[src/rtl/tdp_march_bist.sv]
// March C- BIST initiator for one port of a true-dual-port RAM; busy lasts 11*DEPTH cycles, done one cycle later.
// No backpressure: the RAM port is driven every cycle; start is only accepted in IDLE.
module tdp_march_bist #(
  parameter int DATA_W = 256,
  parameter int ADDR_W = 4,
  parameter int DEPTH  = 11,
  parameter int ERR_W  = 8
) (
  input  logic              clk,
  input  logic              rst_n,
  input  logic              start,
  output logic              busy,
  output logic              done,
  output logic              pass,
  output logic [ERR_W-1:0]  err_cnt,
  output logic [ADDR_W-1:0] fail_addr,
  output logic [2:0]        fail_elem,
  output logic              mem_we,
  output logic [ADDR_W-1:0] mem_addr,
  output logic [DATA_W-1:0] mem_din,
  input  logic [DATA_W-1:0] mem_dout
);

  typedef enum logic [2:0] {
    S_IDLE,
    S_WR0,
    S_RD,
    S_CMP,
    S_DONE
  } state_t;

  localparam logic [ADDR_W-1:0] FIRST_ADDR = '0;
  localparam logic [ADDR_W-1:0] LAST_ADDR  = ADDR_W'(DEPTH - 1);
  localparam logic [ADDR_W-1:0] ADDR_ONE   = ADDR_W'(1);
  localparam logic [ERR_W-1:0]  ERR_MAX    = '1;
  localparam logic [ERR_W-1:0]  ERR_ONE    = ERR_W'(1);
  localparam logic [2:0]        ELEM_LAST  = 3'd5;

  state_t              state_q, state_d;
  logic [ADDR_W-1:0]   addr_q, addr_d;
  logic [2:0]          elem_q, elem_d;
  logic [ERR_W-1:0]    err_cnt_q, err_cnt_d;
  logic [ADDR_W-1:0]   fail_addr_q, fail_addr_d;
  logic [2:0]          fail_elem_q, fail_elem_d;
  logic                pass_q, pass_d;

  logic                elem_down;
  logic                next_down;
  logic                expect_ones;
  logic [DATA_W-1:0]   expect_dat;
  logic                miscmp;
  logic                elem_end;

  // E3/E4 walk the array downwards; E2/E4 expect all-ones on read.
  assign elem_down   = (elem_q == 3'd3) || (elem_q == 3'd4);
  assign next_down   = (elem_q == 3'd2) || (elem_q == 3'd3);
  assign expect_ones = (elem_q == 3'd2) || (elem_q == 3'd4);
  assign expect_dat  = expect_ones ? {DATA_W{1'b1}} : {DATA_W{1'b0}};
  assign miscmp      = (mem_dout != expect_dat);
  assign elem_end    = elem_down ? (addr_q == FIRST_ADDR) : (addr_q == LAST_ADDR);

  always_ff @(posedge clk or negedge rst_n) begin
    if (!rst_n) begin
      state_q     <= S_IDLE;
      addr_q      <= '0;
      elem_q      <= '0;
      err_cnt_q   <= '0;
      fail_addr_q <= '0;
      fail_elem_q <= '0;
      pass_q      <= 1'b0;
    end else begin
      state_q     <= state_d;
      addr_q      <= addr_d;
      elem_q      <= elem_d;
      err_cnt_q   <= err_cnt_d;
      fail_addr_q <= fail_addr_d;
      fail_elem_q <= fail_elem_d;
      pass_q      <= pass_d;
    end
  end

  always_comb begin
    state_d     = state_q;
    addr_d      = addr_q;
    elem_d      = elem_q;
    err_cnt_d   = err_cnt_q;
    fail_addr_d = fail_addr_q;
    fail_elem_d = fail_elem_q;
    pass_d      = pass_q;
    busy        = 1'b0;
    done        = 1'b0;
    mem_we      = 1'b0;
    mem_addr    = '0;
    mem_din     = '0;

    unique case (state_q)
      S_IDLE: begin
        if (start) begin
          state_d     = S_WR0;
          addr_d      = FIRST_ADDR;
          elem_d      = 3'd0;
          err_cnt_d   = '0;
          fail_addr_d = '0;
          fail_elem_d = '0;
          pass_d      = 1'b0;
        end
      end

      S_WR0: begin
        busy     = 1'b1;
        mem_we   = 1'b1;
        mem_addr = addr_q;
        if (addr_q == LAST_ADDR) begin
          state_d = S_RD;
          elem_d  = 3'd1;
          addr_d  = FIRST_ADDR;
        end else begin
          addr_d = addr_q + ADDR_ONE;
        end
      end

      S_RD: begin
        busy     = 1'b1;
        mem_addr = addr_q;
        state_d  = S_CMP;
      end

      S_CMP: begin
        busy     = 1'b1;
        mem_addr = addr_q;
        if (elem_q != ELEM_LAST) begin
          mem_we  = 1'b1;
          mem_din = ~expect_dat;
        end
        // err_cnt still zero means this is the first miscompare of the run.
        if (miscmp) begin
          err_cnt_d = (err_cnt_q == ERR_MAX) ? err_cnt_q : err_cnt_q + ERR_ONE;
          if (err_cnt_q == '0) begin
            fail_addr_d = addr_q;
            fail_elem_d = elem_q;
          end
        end
        if (!elem_end) begin
          state_d = S_RD;
          addr_d  = elem_down ? addr_q - ADDR_ONE : addr_q + ADDR_ONE;
        end else if (elem_q == ELEM_LAST) begin
          state_d = S_DONE;
          pass_d  = (err_cnt_d == '0);
        end else begin
          state_d = S_RD;
          elem_d  = elem_q + 3'd1;
          addr_d  = next_down ? LAST_ADDR : FIRST_ADDR;
        end
      end

      S_DONE: begin
        done    = 1'b1;
        state_d = S_IDLE;
      end

      default: begin
        state_d = S_IDLE;
      end
    endcase
  end

  assign pass      = pass_q;
  assign err_cnt   = err_cnt_q;
  assign fail_addr = fail_addr_q;
  assign fail_elem = fail_elem_q;

endmodule
[config.mk]
export PLATFORM = sky130hd
export DESIGN_NAME = tdp_march_bist
export DESIGN_NICKNAME = d
export VERILOG_FILES = /design/src/rtl/tdp_march_bist.sv
export SDC_FILE = /design/constraint.sdc
export NUM_CORES = 1
export LEC_CHECK = 0
export BUFFER_PORTS_ARGS = -buffer_cell sky130_fd_sc_hd__buf_2
export CAP_MARGIN = 20
export CORE_AREA = 4 4 209 211
export CTS_BUF_LIST = sky130_fd_sc_hd__clkbuf_16
export CTS_CLUSTER_SIZE = 40
export DETAILED_ROUTE_END_ITERATION = 8
export DIE_AREA = 0 0 213 215
export PLACE_DENSITY = 0.45
export SYNTH_ARGS = -nofsm -noshare
export SYNTH_HDL_FRONTEND = slang
export SYNTH_SLANG_ARGS = --single-unit
[constraint.sdc]
create_clock -name clk -period 25.9 [get_ports clk]
set_input_delay 2.59 -clock clk [delete_from_list [all_inputs] [get_ports clk]]
set_output_delay 2.59 -clock clk [all_outputs]
set_load 0.01 [all_outputs]
Yosys cells after proc, flatten, opt, wreduce, memory -nomap -nowiden --
Cells that the tools add are included.
Storage, ports and cells: bits in registers 26, bits of input ports 259
Cells by class: bitwise operators 1, mux-type cells 41, add/sub/neg operators 4, equality and inequality tests 20, reductions and logical operators 16
Operator list (number):
- 2-to-1 mux 256 bit | 3
- inequality test 256 bit | 1
- NOT 256 bit | 1
- 2-to-1 mux 4 bit | 9
- 2-to-1 mux 8 bit | 4
- 2-to-1 mux 3 bit | 10
- logical NOT 8 bit | 2
- one-hot mux 8 bit (2 select lines) | 1
- inequality test 2 bit, second input constant | 7
- == test 3 x 2 -> 1 bit, second input constant | 4
- one-hot mux 3 bit (4 select lines) | 1
- one-hot mux 4 bit (3 select lines) | 1
- == test 3 bit, second input constant | 3
- one-hot mux 3 bit (3 select lines) | 1
- adder 8 x 1 -> 8 bit, second input constant | 1
- == test 8 bit, second input constant | 1
- one-hot mux 4 bit (2 select lines) | 1
- AND reduction 4 bit | 2
- 2-to-1 mux 1 bit | 7
- inequality test 3 bit, second input constant | 2
- one-hot mux 3 bit (2 select lines) | 1
- AND reduction 5 bit | 1
- adder 4 x 1 -> 4 bit, second input constant | 1
- == test 4 bit, second input constant | 1
- other kinds (12) | 16

Depth between registers and ports, before layout --
Gate-level depths: netlist of run 1.
depth in word-level cells 10, mapped depth 11, gate-level depth less buffers 10

Worst setup path after synthesis of run 1 --
Ideal clock, no wire load.
path type reg2out, start reg state_q[0], end out mem_din[100], setup slack 11.646 ns, buffers on the path 3, arrival time 11.664 ns, cell stages (with the launch flop) 8, cells stage by stage dfrtp_1 -> clkbuf_1 -> nand2_1 -> nor2_2 -> clkbuf_1 -> nand2_1 -> a21oi_1 -> buf_4
Between the ends: word-level cells in the longest chain between the ends 2
RTL lines:
- start, declared | line 39 | state_t state_q, state_d;
- start signal, assigned | line 72 | state_q <= state_d;
- == test 3 x 2 -> 1 bit | line 96 | unique case (state_q)
- 2-to-1 mux 256 bit | line 96
- end, declared | line 20 | output logic [DATA_W-1:0] mem_din,
Every way passes these cells.

Worst setup path after layout of run 1 --
start reg elem_q[0], end out mem_din[132]
Between the ends: word-level cells in the longest chain between the ends 6, elaborated cells on any way between the ends 8, those cells by class eq/ne: 3; mux: 3; bitwise: 1; reduce/logical: 1
RTL lines:
- start, declared | line 41 | logic [2:0] elem_q, elem_d;
- start signal, assigned | line 74 | elem_q <= elem_d;
- == test 3 x 2 -> 1 bit / == test 3 bit (equally long branches) | line 57 | assign expect_ones = (elem_q == 3'd2) || (elem_q == 3'd4);
- logical OR 1 bit | line 57
- 2-to-1 mux 256 bit | line 58 | assign expect_dat = expect_ones ? {DATA_W{1'b1}} : {DATA_W{1'b0}};
- NOT 256 bit | line 133 | mem_din = ~expect_dat;
- 2-to-1 mux 256 bit (*) | line 131 | if (elem_q != ELEM_LAST) begin
- 2-to-1 mux 256 bit (*) | line 96
Every way passes the cells marked *; elsewhere a longest branch is shown, timed or not.

==> run_summary.xml, run 1 <==
<?xml version="1.0" encoding="UTF-8"?>
<metrics>
  <group name="routing">
    <metric name="top_layer_used" unit="">met5</metric>
    <metric name="routed_wirelength" unit="um">21010</metric>
    <metric name="drt_iter0_drc" unit="">220</metric>
    <metric name="detail_route.vias_per_cell" unit="">3.734</metric>
    <metric name="detail_route.wl_per_cell" unit="um">14.38</metric>
    <metric name="drcViolationCount" unit="">0</metric>
    <metric name="routed-wl-met2" unit="um">11460</metric>
    <metric name="drtPass1Iterations" unit="">4</metric>
    <metric name="wl_met1" unit="um">7257</metric>
    <metric name="ant_nets" unit="">0</metric>
    <metric name="met3_wirelength" unit="um">1462</metric>
    <metric name="via_count" unit="">5455</metric>
  </group>
  <group name="power_and_ir_drop">
    <metric name="power_density" unit="mW/mm2">114.2</metric>
    <metric name="seq_pwr_share" unit="%">10.2</metric>
    <metric name="static-leakage-power" unit="nW">3.243</metric>
    <metric name="combPwrFrac" unit="%">83.3</metric>
    <metric name="power_switching" unit="uW">402.6</metric>
    <metric name="p_sw_share" unit="%">55.23</metric>
    <metric name="peakVddDrop" unit="mV">0.08921</metric>
    <metric name="power_report.internal_total" unit="uW">326.4</metric>
    <metric name="clockPowerShare" unit="%">6.5</metric>
  </group>
  <group name="sta">
    <metric name="layout_setup_ws" unit="ns">19.79</metric>
    <metric name="maxSlewHeadroom" unit="%">40.34</metric>
    <metric name="fin_crit_sh" unit="%">23.57</metric>
    <metric name="rsz_0062_raised_after_global_routing" unit="">no</metric>
    <metric name="timing_hold_violations_final" unit="">0</metric>
    <metric name="report.final.slew_viol_count" unit="">0</metric>
    <metric name="worst_tran_pin_value" unit="ns">0.8949</metric>
    <metric name="fmax" unit="GHz">0.1638</metric>
    <metric name="setup_viol" unit="">0</metric>
    <metric name="finalCriticalPeriod" unit="ns">6.105</metric>
    <metric name="clock-skew-final" unit="ns">0.01061</metric>
    <metric name="setup_tns" unit="ns">0</metric>
  </group>
  <group name="yosys">
    <metric name="synth.top_cells.by_area" unit="">sky130_fd_sc_hd__buf_4 (40%), sky130_fd_sc_hd__dfrtp_1 (13%), sky130_fd_sc_hd__nor4_1 (11%)</metric>
    <metric name="synth-seq-area-share" unit="%">13.45</metric>
    <metric name="synthesis.instances" unit="">640</metric>
    <metric name="synth-edff-count" unit="">0</metric>
    <metric name="syn_avg_cell_area" unit="um2">7.560</metric>
    <metric name="synth_area_leader_cell" unit="">sky130_fd_sc_hd__buf_4</metric>
    <metric name="postSynthNetCount" unit="">909</metric>
    <metric name="async_flop_share" unit="%">100.0</metric>
    <metric name="synth_flop_cell" unit="">sky130_fd_sc_hd__dfrtp_1</metric>
    <metric name="synth.ff_latch_count" unit="">26</metric>
    <metric name="synth.top_cells.by_count" unit="">sky130_fd_sc_hd__buf_4 (256), sky130_fd_sc_hd__nor4_1 (86), sky130_fd_sc_hd__nand4_1 (80)</metric>
    <metric name="synth_cell_types" unit="">48</metric>
    <metric name="synth.cell_area" unit="mm2">0.004838</metric>
    <metric name="synth.top_cell.area_share" unit="%">39.72</metric>
    <metric name="warnings_synthesis" unit="">0</metric>
    <metric name="most_instantiated_library_cell_after_synthesis" unit="">sky130_fd_sc_hd__buf_4</metric>
  </group>
  <group name="floorplanning">
    <metric name="num_rows" unit="">75</metric>
    <metric name="floorplan.die_area" unit="mm2">0.04580</metric>
    <metric name="initial_core_util" unit="%">11.59</metric>
    <metric name="dieHeight" unit="um">215</metric>
    <metric name="io-pin-count" unit="">538</metric>
    <metric name="floorplan.core_area" unit="mm2">0.04176</metric>
    <metric name="die-width" unit="um">213</metric>
  </group>
  <group name="grt">
    <metric name="track_usage" unit="%">8.167</metric>
    <metric name="grt_pass1_wl" unit="um">29680</metric>
    <metric name="grt_start_max_net_pins" unit="">214</metric>
    <metric name="globalRouteOverflowTotal" unit="">0</metric>
    <metric name="antenna_found_initial" unit="">2</metric>
    <metric name="first_global_vias" unit="">5214</metric>
  </group>
  <group name="setup_path">
    <metric name="timing.critical_path.slowest_stage_cell" unit="">sky130_fd_sc_hd__buf_6</metric>
    <metric name="worstPathMaxFanout" unit="">213</metric>
    <metric name="reg2reg_slack" unit="ns">22.62</metric>
    <metric name="start_kind" unit="">register</metric>
    <metric name="timing.rr.end" unit="">fail_addr[1]</metric>
    <metric name="crit-reg2reg-launch" unit="">elem_q[0]</metric>
    <metric name="worstSetupEndpointType" unit="">output pin</metric>
    <metric name="crit_path_kind" unit="">reg -&gt; out</metric>
    <metric name="critPathArrivalTime" unit="ns">3.52</metric>
    <metric name="reg2regPathDepth" unit="">10</metric>
    <metric name="crit_path_max_incr_delay" unit="ns">0.73</metric>
    <metric name="cp_cell_sequence" unit="">inv_1 -&gt; ha_1 -&gt; nor2b_1 -&gt; a21oi_2 -&gt; nand2_1 -&gt; a21oi_4 -&gt; buf_6 -&gt; buf_2</metric>
    <metric name="critical_path_required" unit="ns">23.31</metric>
  </group>
  <group name="place">
    <metric name="numPortBuffers" unit="">537</metric>
    <metric name="detailed_place_hpwl" unit="um">19070</metric>
    <metric name="place_worst_setup_slack" unit="ns">19.62</metric>
    <metric name="gp_routability_congestion" unit="">0.8333</metric>
  </group>
  <group name="hold_path">
    <metric name="timing.hold.worst_endpoint" unit="">fail_elem[0]</metric>
    <metric name="hold_path.class" unit="">reg -&gt; reg</metric>
    <metric name="timing.hold.worst.start" unit="">fail_elem[0]</metric>
    <metric name="holdPathStages" unit="">1</metric>
  </group>
  <group name="clock_network">
    <metric name="insertion_delay" unit="ns">0.27</metric>
    <metric name="clk_transition_reported_paths" unit="ns">0.08</metric>
    <metric name="cts.path.max_buffers" unit="">2</metric>
    <metric name="ctsResizeCount" unit="">0</metric>
    <metric name="cts.repair_timing.setup_buffer_count" unit="">0</metric>
    <metric name="root_buffer" unit="">sky130_fd_sc_hd__clkbuf_16</metric>
    <metric name="clock_sinks" unit="">26</metric>
    <metric name="tritoncts" unit="">built</metric>
    <metric name="cts_hold_buf" unit="">0</metric>
    <metric name="numCtsBuffers" unit="">3</metric>
    <metric name="htree_num_levels" unit="">1</metric>
  </group>
  <group name="finish">
    <metric name="layout.nets" unit="">1192</metric>
    <metric name="drive_gt1_share" unit="%">60.52</metric>
    <metric name="flow.area_growth_from_synthesis" unit="%">31.99</metric>
    <metric name="insertedDiodeCount" unit="">0</metric>
  </group>
  <group name="run_status">
    <metric name="status" unit="">completed</metric>
  </group>
  <group name="flow_run">
    <metric name="max-cap-violations" unit="">0</metric>
  </group>
</metrics>
layer usage:
layer	track usage [%]	vias to the layer above
met5	0	-
met4	3.264	2
met3	1.415	33
met2	16.14	279
met1	8.311	2428
li1	-	2713
registers in the layout (all words and copies together), names as in the netlist:
name,flops
err_cnt,8
addr_q,4
fail_addr,4
elem_q,3
fail_elem,3
state_q,3
pass,1
critical path, delay by kind of cell, from the launching register on:
family                     cells  cell delay, ns
AOI/OAI and AO/OA              2            1.11
buffers and inverters          3            1.09
DFF                            1            0.42
and+or+nand+nor                2            0.33
adders and majority gates      1            0.19
kinds of logic (layout without fill, tap and decap cells):
kind of cell               after synthesis  after routing  share of synthesized area [%]
buffers and inverters                  279            561                          41.69
and+or+nand+nor                        257            257                          30.41
AOI/OAI and AO/OA                       53             53                          8.146
DFF                                     26             26                          13.45
muxes                                   13             13                          3.362
adders and majority gates               10             10                          2.586
xor gates and xnor gates                 2              2                         0.3621
worst max-delay path by stage:
stage	end	slack [ns]	cells after the start	start
4_1_cts	mem_din[120]	19.30	8	elem_q[0]
3_3_place_gp	mem_din[168]	19.76	8	elem_q[0]
3_5_place_dp	mem_din[194]	19.62	8	elem_q[0]
2_1_floorplan	mem_din[100]	11.65	7	state_q[0]
5_1_grt	mem_din[244]	19.21	8	elem_q[0]
6_report	mem_din[132]	19.79	8	elem_q[0]
stage by stage:
stage                     utilization (%)  cells  total power, mW  hold slack (ns)  area (um2)
after global placement              15.03   1457           0.6967           0.4992        6277
after detailed placement            15.03   1457           0.6985           0.4963        6277
after global routing                15.29   1461           0.7942           0.5430        6386
after CTS                           15.28   1461           0.7480           0.5181        6382
final                               15.29   1461           0.7291           0.5193        6386
after floorplan                         -    640            1.010           0.5064        4838
cells in the final DEF (no fill, tap or decap), drive strengths merged, types with 2 or more instances in the layout:
cell type	instances
o21a	2
clkbuf	3
a31oi	3
nand4	80
nand3	13
nor3	14
mux2i	8
o31ai	7
a21oi	8
a21boi	4
nor2b	2
o21ai	14
mux2	4
dfrtp	26
a2bb2oi	2
inv	18
or3	2
buf	539
nor4	87
xnor2	2
and4	3
a41oi	2
nor2	19
o22ai	2
and3	2
ha	10
nand2	30
a221oi	2
power groups by stage:
stage	clock, mW	combinational (mW)	sequential (mW)
2_1_floorplan	0	0.940	0.0703
3_3_place_gp	0	0.621	0.0756
3_5_place_dp	0	0.623	0.0755
4_1_cts	0.0490	0.624	0.0749
5_1_grt	0.0499	0.667	0.0777
6_report	0.0474	0.607	0.0745
layout make-up:
type,count,area (um2)
fill,4783,35370
tap,539,674.4
clock inverter,1,30.03
inverter,18,67.56
timing repair buffer,539,2706
clock buffer,3,75.07
multi-input combinational,335,2182
sequential,26,650.6
Note: power is estimated with default switching activity, not from simulation.
==> inputs of run 2 (changes only) <==
PLACE_DENSITY = 0.46   (was 0.45)
clock period = 5.4 ns   (was 25.9 ns; I/O delays follow)
==> run 2 against run 1 <==
Clock skew shrank 0.0021 ns. Combinational power increased to 4.8 times the previous value. Total power grew to 4.8 times the previous value. Critical path type unchanged.
==> run_summary.xml, run 2 (synthesized netlist as in run 1, its figures left out) <==
<?xml version="1.0" encoding="UTF-8"?>
<metrics>
  <group name="setup_path">
    <metric name="cp_num_cells" unit="">7</metric>
    <metric name="crit_path_kind" unit="">reg -&gt; out</metric>
    <metric name="timing.critical_path.slowest_stage_cell" unit="">sky130_fd_sc_hd__dfrtp_1</metric>
    <metric name="critPathArrivalTime" unit="ns">2.90</metric>
    <metric name="timing.critical_path.from" unit="">state_q[2]</metric>
    <metric name="worstPathMaxFanout" unit="">256</metric>
    <metric name="reg2reg_slack" unit="ns">2.21</metric>
    <metric name="cp_cell_sequence" unit="">inv_1 -&gt; nand2_1 -&gt; nor2_4 -&gt; nand2_1 -&gt; a21oi_4 -&gt; buf_12 -&gt; buf_2</metric>
    <metric name="reg2regPathDepth" unit="">9</metric>
    <metric name="start_kind" unit="">register</metric>
    <metric name="crit_path_frequent_cell" unit="">sky130_fd_sc_hd__nand2_1</metric>
    <metric name="timing.rr.end" unit="">fail_elem[2]</metric>
    <metric name="critPathTopFamily" unit="">simple AND/OR/NAND/NOR gates</metric>
    <metric name="crit_buf_inv" unit="">3</metric>
    <metric name="worstSetupEndpointType" unit="">output pin</metric>
    <metric name="crit_path_max_incr_delay" unit="ns">0.54</metric>
    <metric name="critical_path_required" unit="ns">4.86</metric>
    <metric name="critPathCapture" unit="">mem_din[95]</metric>
    <metric name="crit-reg2reg-launch" unit="">elem_q[0]</metric>
  </group>
  <group name="place">
    <metric name="numPortBuffers" unit="">537</metric>
    <metric name="placedCellCount" unit="">1456</metric>
    <metric name="place_worst_setup_slack" unit="ns">1.976</metric>
    <metric name="gp_routability_congestion" unit="">0.9066</metric>
    <metric name="dpl-instance-area" unit="mm2">0.006287</metric>
    <metric name="detailed_place_hpwl" unit="um">17700</metric>
  </group>
  <group name="power_and_ir_drop">
    <metric name="p_sw_share" unit="%">55.13</metric>
    <metric name="power_density" unit="mW/mm2">545.3</metric>
    <metric name="power_report.internal_total" unit="mW">1.565</metric>
    <metric name="peakVddDrop" unit="mV">0.7223</metric>
    <metric name="seq_pwr_share" unit="%">10.3</metric>
    <metric name="power_switching" unit="mW">1.923</metric>
    <metric name="static-leakage-power" unit="nW">3.241</metric>
    <metric name="combPwrFrac" unit="%">83.3</metric>
    <metric name="clockPowerShare" unit="%">6.4</metric>
  </group>
  <group name="routing">
    <metric name="ant_nets" unit="">0</metric>
    <metric name="drt_iter0_drc" unit="">228</metric>
    <metric name="via_count" unit="">5417</metric>
    <metric name="detail_route.wl_per_cell" unit="um">13.45</metric>
    <metric name="drcViolationCount" unit="">0</metric>
    <metric name="drtPass1Iterations" unit="">4</metric>
    <metric name="detail_route.vias_per_cell" unit="">3.708</metric>
    <metric name="routed_wirelength" unit="um">19650</metric>
  </group>
  <group name="finish">
    <metric name="layoutNonFillerInstCount" unit="">1461</metric>
    <metric name="largest_register_ff_count" unit="">8</metric>
    <metric name="nFillCells" unit="">4778</metric>
    <metric name="layout.nets" unit="">1191</metric>
    <metric name="drive_gt1_share" unit="%">60.48</metric>
    <metric name="layout_common_cells" unit="">sky130_fd_sc_hd__buf_2 (537), sky130_fd_sc_hd__nor4_1 (86), sky130_fd_sc_hd__nand4_1 (80)</metric>
    <metric name="final_cell_area" unit="mm2">0.006395</metric>
    <metric name="flow.area_growth_from_synthesis" unit="%">32.17</metric>
    <metric name="most_common_cell_after_layout_fill_and_taps_aside" unit="">sky130_fd_sc_hd__buf_2</metric>
  </group>
  <group name="clock_network">
    <metric name="numCtsBuffers" unit="">3</metric>
    <metric name="cts.path.max_buffers" unit="">2</metric>
    <metric name="tritoncts" unit="">built</metric>
    <metric name="clock_sinks" unit="">26</metric>
    <metric name="ctsResizeCount" unit="">0</metric>
    <metric name="root_buffer" unit="">sky130_fd_sc_hd__clkbuf_16</metric>
    <metric name="clk_transition_reported_paths" unit="ns">0.07</metric>
    <metric name="insertion_delay" unit="ns">0.27</metric>
    <metric name="htree_num_levels" unit="">1</metric>
    <metric name="cts_hold_buf" unit="">0</metric>
    <metric name="cts.repair_timing.setup_buffer_count" unit="">0</metric>
  </group>
  <group name="sta">
    <metric name="rsz_0062_raised_after_global_routing" unit="">no</metric>
    <metric name="finalCriticalPeriod" unit="ns">3.439</metric>
    <metric name="fin_crit_sh" unit="%">63.69</metric>
    <metric name="layout_setup_ws" unit="ns">1.961</metric>
    <metric name="setup_viol" unit="">0</metric>
    <metric name="setup_tns" unit="ns">0</metric>
    <metric name="timing_hold_violations_final" unit="">0</metric>
    <metric name="clock-skew-final" unit="ns">0.008517</metric>
    <metric name="fmax" unit="GHz">0.2908</metric>
    <metric name="hold_ws" unit="ns">0.2762</metric>
    <metric name="maxSlewHeadroom" unit="%">49.23</metric>
    <metric name="report.final.slew_viol_count" unit="">0</metric>
    <metric name="worst_tran_pin_value" unit="ns">0.7615</metric>
  </group>
  <group name="grt">
    <metric name="antenna_found_initial" unit="">1</metric>
    <metric name="track_usage" unit="%">7.680</metric>
    <metric name="gr-usage-met1" unit="%">8.433</metric>
    <metric name="grt.busiest_layer" unit="">met2</metric>
    <metric name="globalRouteOverflowTotal" unit="">0</metric>
    <metric name="grt_pass1_wl" unit="um">28860</metric>
    <metric name="groute.layer.met3.usage" unit="%">1.298</metric>
    <metric name="grt_start_max_net_pins" unit="">257</metric>
    <metric name="groute.layer.met2.usage" unit="%">14.39</metric>
    <metric name="first_global_vias" unit="">5423</metric>
  </group>
  <group name="floorplanning">
    <metric name="die-width" unit="um">213</metric>
    <metric name="initial_core_util" unit="%">11.59</metric>
    <metric name="dieHeight" unit="um">215</metric>
    <metric name="floorplan.core_area" unit="mm2">0.04176</metric>
    <metric name="num_rows" unit="">75</metric>
    <metric name="io-pin-count" unit="">538</metric>
    <metric name="floorplan.die_area" unit="mm2">0.04580</metric>
  </group>
  <group name="run_status">
    <metric name="status" unit="">completed</metric>
  </group>
  <group name="hold_path">
    <metric name="hold_path.class" unit="">in -&gt; async</metric>
  </group>
  <group name="flow_run">
    <metric name="max-cap-violations" unit="">0</metric>
  </group>
</metrics>
[run 2: stage by stage]
step,util [%],total power [mW]
final,15.31,3.487
after floorplan,-,3.844
after CTS,15.31,3.559
after global routing,15.31,3.799
after detailed placement,15.06,3.328
after global placement,15.06,3.322
[run 2: worst min path at each step]
stage | from | to | slack [ns]
final | rst_n | addr_q[3] | 0.28
after global routing | rst_n | state_q[2] | 0.35
after CTS | rst_n | addr_q[0] | 0.32
after detailed placement | fail_addr[1] | fail_addr[1] | 0.50
after global placement | fail_addr[1] | fail_addr[1] | 0.50
after floorplan | rst_n | addr_q[0] | 0.24
[run 2: worst reg2reg max path: stages, from the launching register on]
cell and delay [ns]:
sky130_fd_sc_hd__dfrtp_1 0.43, sky130_fd_sc_hd__inv_1 0.08, sky130_fd_sc_hd__ha_1 0.19, sky130_fd_sc_hd__nor2b_1 0.15, sky130_fd_sc_hd__a21oi_2 0.49, sky130_fd_sc_hd__nor4_1 0.17, sky130_fd_sc_hd__o22ai_1 0.60, sky130_fd_sc_hd__o2111ai_2 0.25
sky130_fd_sc_hd__a21boi_4 0.38, sky130_fd_sc_hd__mux2_4 0.33
[run 2: power by group through the flow]
stage,clock network [mW],registers [mW],logic [mW]
CTS,0.230,0.361,2.97
floorplan,0,0.337,3.51
global placement,0,0.364,2.96
global route,0.238,0.376,3.19
finish,0.223,0.360,2.90
detailed placement,0,0.364,2.96
[run 2: area by class of cell]
class	instances	area, um2	share of cell area [%]
repair buffers	538	2708	42.34
multi-input cells	335	2187	34.20
well taps	539	674.4	10.55
flip-flops and latches	26	650.6	10.17
clock buffers	3	75.07	1.174
inverters	18	67.56	1.057
clock inverters	1	30.03	0.4696
diodes	1	2.502	0.03913
[run 2: layer usage]
layer  part of all wire, %  up-vias
met2                    52      271
met3                   6.9       39
met1                    37     2401
met4                   4.6        0
li1                      -     2706
met5                     0        -
==> inputs of run 3 (changes only) <==
PLACE_DENSITY = 0.45   (was 0.46)
clock period = 3.52 ns   (was 5.4 ns; I/O delays follow)
==> run 3 against run 2 <==
Via count rose by 1.7%. First-iteration DRC count fell by 26%. Flip-flop and latch count did not move. Critical path depth rose by 3. Die area did not move. Clock skew fell by 0.0051 ns. Routed wire length rose by 9.0%. Critical endpoint is now fail_addr[1]. Largest power group unchanged.
==> run_summary.xml, run 3 (synthesized netlist as in run 1, its figures left out) <==
<?xml version="1.0" encoding="UTF-8"?>
<metrics>
  <group name="setup_path">
    <metric name="critPathCapture" unit="">fail_addr[1]</metric>
    <metric name="critical_path_required" unit="ns">3.67</metric>
    <metric name="crit-reg2reg-launch" unit="">elem_q[0]</metric>
    <metric name="timing.rr.end" unit="">fail_addr[1]</metric>
    <metric name="worstSetupEndpointType" unit="">register</metric>
    <metric name="reg2reg_slack" unit="ns">0.51</metric>
    <metric name="critPathArrivalTime" unit="ns">3.15</metric>
    <metric name="crit_path_kind" unit="">reg -&gt; reg</metric>
    <metric name="worstPathMaxFanout" unit="">8</metric>
    <metric name="start_kind" unit="">register</metric>
    <metric name="timing.critical_path.from" unit="">elem_q[0]</metric>
    <metric name="reg2regPathDepth" unit="">10</metric>
  </group>
  <group name="power_and_ir_drop">
    <metric name="power_switching" unit="mW">3.001</metric>
    <metric name="clockPowerShare" unit="%">6.2</metric>
    <metric name="peakVddDrop" unit="mV">0.7992</metric>
    <metric name="seq_pwr_share" unit="%">10.3</metric>
    <metric name="static-leakage-power" unit="nW">3.267</metric>
    <metric name="power_report.internal_total" unit="mW">2.438</metric>
    <metric name="combPwrFrac" unit="%">83.5</metric>
    <metric name="p_sw_share" unit="%">55.18</metric>
    <metric name="p_total" unit="mW">5.438</metric>
    <metric name="power_density" unit="mW/mm2">841.4</metric>
  </group>
  <group name="sta">
    <metric name="clock-skew-final" unit="ns">0.003394</metric>
    <metric name="fin_crit_sh" unit="%">85.41</metric>
    <metric name="hold_ws" unit="ns">0.1032</metric>
    <metric name="finalCriticalPeriod" unit="ns">3.006</metric>
    <metric name="report.final.slew_viol_count" unit="">0</metric>
    <metric name="timing_hold_violations_final" unit="">0</metric>
    <metric name="fmax" unit="GHz">0.3326</metric>
    <metric name="maxSlewHeadroom" unit="%">52.22</metric>
    <metric name="setup_tns" unit="ns">0</metric>
    <metric name="setup_viol" unit="">0</metric>
    <metric name="worst_tran_pin_value" unit="ns">0.7166</metric>
    <metric name="layout_setup_ws" unit="ns">0.5135</metric>
    <metric name="rsz_0062_raised_after_global_routing" unit="">no</metric>
  </group>
  <group name="grt">
    <metric name="grt_pass1_wl" unit="um">29960</metric>
    <metric name="first_global_vias" unit="">5340</metric>
    <metric name="grt_start_max_net_pins" unit="">257</metric>
    <metric name="globalRouteOverflowTotal" unit="">0</metric>
    <metric name="antenna_found_initial" unit="">1</metric>
    <metric name="track_usage" unit="%">8.242</metric>
  </group>
  <group name="place">
    <metric name="placedCellCount" unit="">1460</metric>
    <metric name="place_worst_setup_slack" unit="ns">0.3996</metric>
    <metric name="numPortBuffers" unit="">537</metric>
    <metric name="gp_routability_congestion" unit="">0.9537</metric>
    <metric name="detailed_place_hpwl" unit="um">19270</metric>
    <metric name="dpl-instance-area" unit="mm2">0.006359</metric>
  </group>
  <group name="run_status">
    <metric name="status" unit="">completed</metric>
  </group>
  <group name="routing">
    <metric name="drt_iter0_drc" unit="">169</metric>
    <metric name="ant_nets" unit="">0</metric>
    <metric name="detail_route.vias_per_cell" unit="">3.762</metric>
    <metric name="drtPass1Iterations" unit="">4</metric>
    <metric name="drcViolationCount" unit="">0</metric>
    <metric name="routed_wirelength" unit="um">21430</metric>
    <metric name="via_count" unit="">5508</metric>
    <metric name="detail_route.wl_per_cell" unit="um">14.64</metric>
  </group>
  <group name="floorplanning">
    <metric name="num_rows" unit="">75</metric>
    <metric name="floorplan.die_area" unit="mm2">0.04580</metric>
    <metric name="floorplan.core_area" unit="mm2">0.04176</metric>
    <metric name="die-width" unit="um">213</metric>
    <metric name="dieHeight" unit="um">215</metric>
    <metric name="initial_core_util" unit="%">11.59</metric>
    <metric name="io-pin-count" unit="">538</metric>
  </group>
  <group name="finish">
    <metric name="final_core_util" unit="%">15.48</metric>
    <metric name="final_cell_area" unit="mm2">0.006464</metric>
    <metric name="largest_register_ff_count" unit="">8</metric>
    <metric name="most_common_cell_after_layout_fill_and_taps_aside" unit="">sky130_fd_sc_hd__buf_2</metric>
    <metric name="layout_common_cells" unit="">sky130_fd_sc_hd__buf_2 (537), sky130_fd_sc_hd__nor4_1 (86), sky130_fd_sc_hd__nand4_1 (80)</metric>
    <metric name="insertedDiodeCount" unit="">0</metric>
    <metric name="drive_gt1_share" unit="%">61.19</metric>
    <metric name="layoutNonFillerInstCount" unit="">1464</metric>
    <metric name="layout.nets" unit="">1195</metric>
    <metric name="flow.area_growth_from_synthesis" unit="%">33.59</metric>
  </group>
  <group name="clock_network">
    <metric name="ctsResizeCount" unit="">0</metric>
    <metric name="cts.path.max_buffers" unit="">2</metric>
    <metric name="cts.repair_timing.setup_buffer_count" unit="">0</metric>
    <metric name="tritoncts" unit="">built</metric>
    <metric name="htree_num_levels" unit="">1</metric>
    <metric name="insertion_delay" unit="ns">0.26</metric>
    <metric name="clock_sinks" unit="">26</metric>
    <metric name="clk_transition_reported_paths" unit="ns">0.07</metric>
    <metric name="root_buffer" unit="">sky130_fd_sc_hd__clkbuf_16</metric>
    <metric name="numCtsBuffers" unit="">3</metric>
    <metric name="cts_hold_buf" unit="">0</metric>
  </group>
  <group name="hold_path">
    <metric name="hold_path.class" unit="">in -&gt; async</metric>
  </group>
  <group name="flow_run">
    <metric name="max-cap-violations" unit="">0</metric>
  </group>
</metrics>
## run 3: critical path, cell delays in order, from the launching register on
cell and delay [ns]:
sky130_fd_sc_hd__dfrtp_1 0.43, sky130_fd_sc_hd__inv_1 0.09, sky130_fd_sc_hd__ha_2 0.18, sky130_fd_sc_hd__nor2b_4 0.13, sky130_fd_sc_hd__a21oi_4 0.36, sky130_fd_sc_hd__nand3_1 0.12, sky130_fd_sc_hd__nor4_1 0.44, sky130_fd_sc_hd__o22ai_1 0.34
sky130_fd_sc_hd__o2111ai_2 0.32, sky130_fd_sc_hd__a21boi_4 0.15, sky130_fd_sc_hd__mux2_4 0.32
## run 3: final cells by class
cell class / instances / area (um2)
multi-input combinational: 335 / 2228
tap: 539 / 674.4
sequential: 26 / 650.6
timing repair buffer: 542 / 2738
fill: 4779 / 35300
clock buffer: 3 / 75.07
clock inverter: 1 / 30.03
inverter: 18 / 67.56
## run 3: power by group through the flow
stage | logic, mW | clock network [mW] | registers (mW)
2_1_floorplan | 5.44 | 0 | 0.518
3_3_place_gp | 4.62 | 0 | 0.563
3_5_place_dp | 4.63 | 0 | 0.564
4_1_cts | 4.63 | 0.348 | 0.560
5_1_grt | 4.97 | 0.363 | 0.582
6_report | 4.54 | 0.339 | 0.561
## run 3: how the worst min path moves through the flow
stage                 end  slack (ns)  cells past startpoint   from
2_1_floorplan   addr_q[0]        0.06                      0  rst_n
3_3_place_gp    addr_q[1]        0.42                      1  rst_n
3_5_place_dp   state_q[2]        0.41                      1  rst_n
4_1_cts         addr_q[1]        0.12                      1  rst_n
5_1_grt        state_q[2]        0.15                      1  rst_n
6_report        addr_q[1]        0.10                      1  rst_n
## run 3: routing by layer
| layer | track usage, % | vias to the layer above | share of wire, % |
|---|---|---|---|
| li1 | - | 2719 | - |
| met4 | 2.147 | 2 | 2.6 |
| met5 | 0 | - | 0.061 |
| met2 | 15.95 | 288 | 53 |
| met3 | 2.319 | 29 | 8.3 |
| met1 | 8.602 | 2470 | 36 |
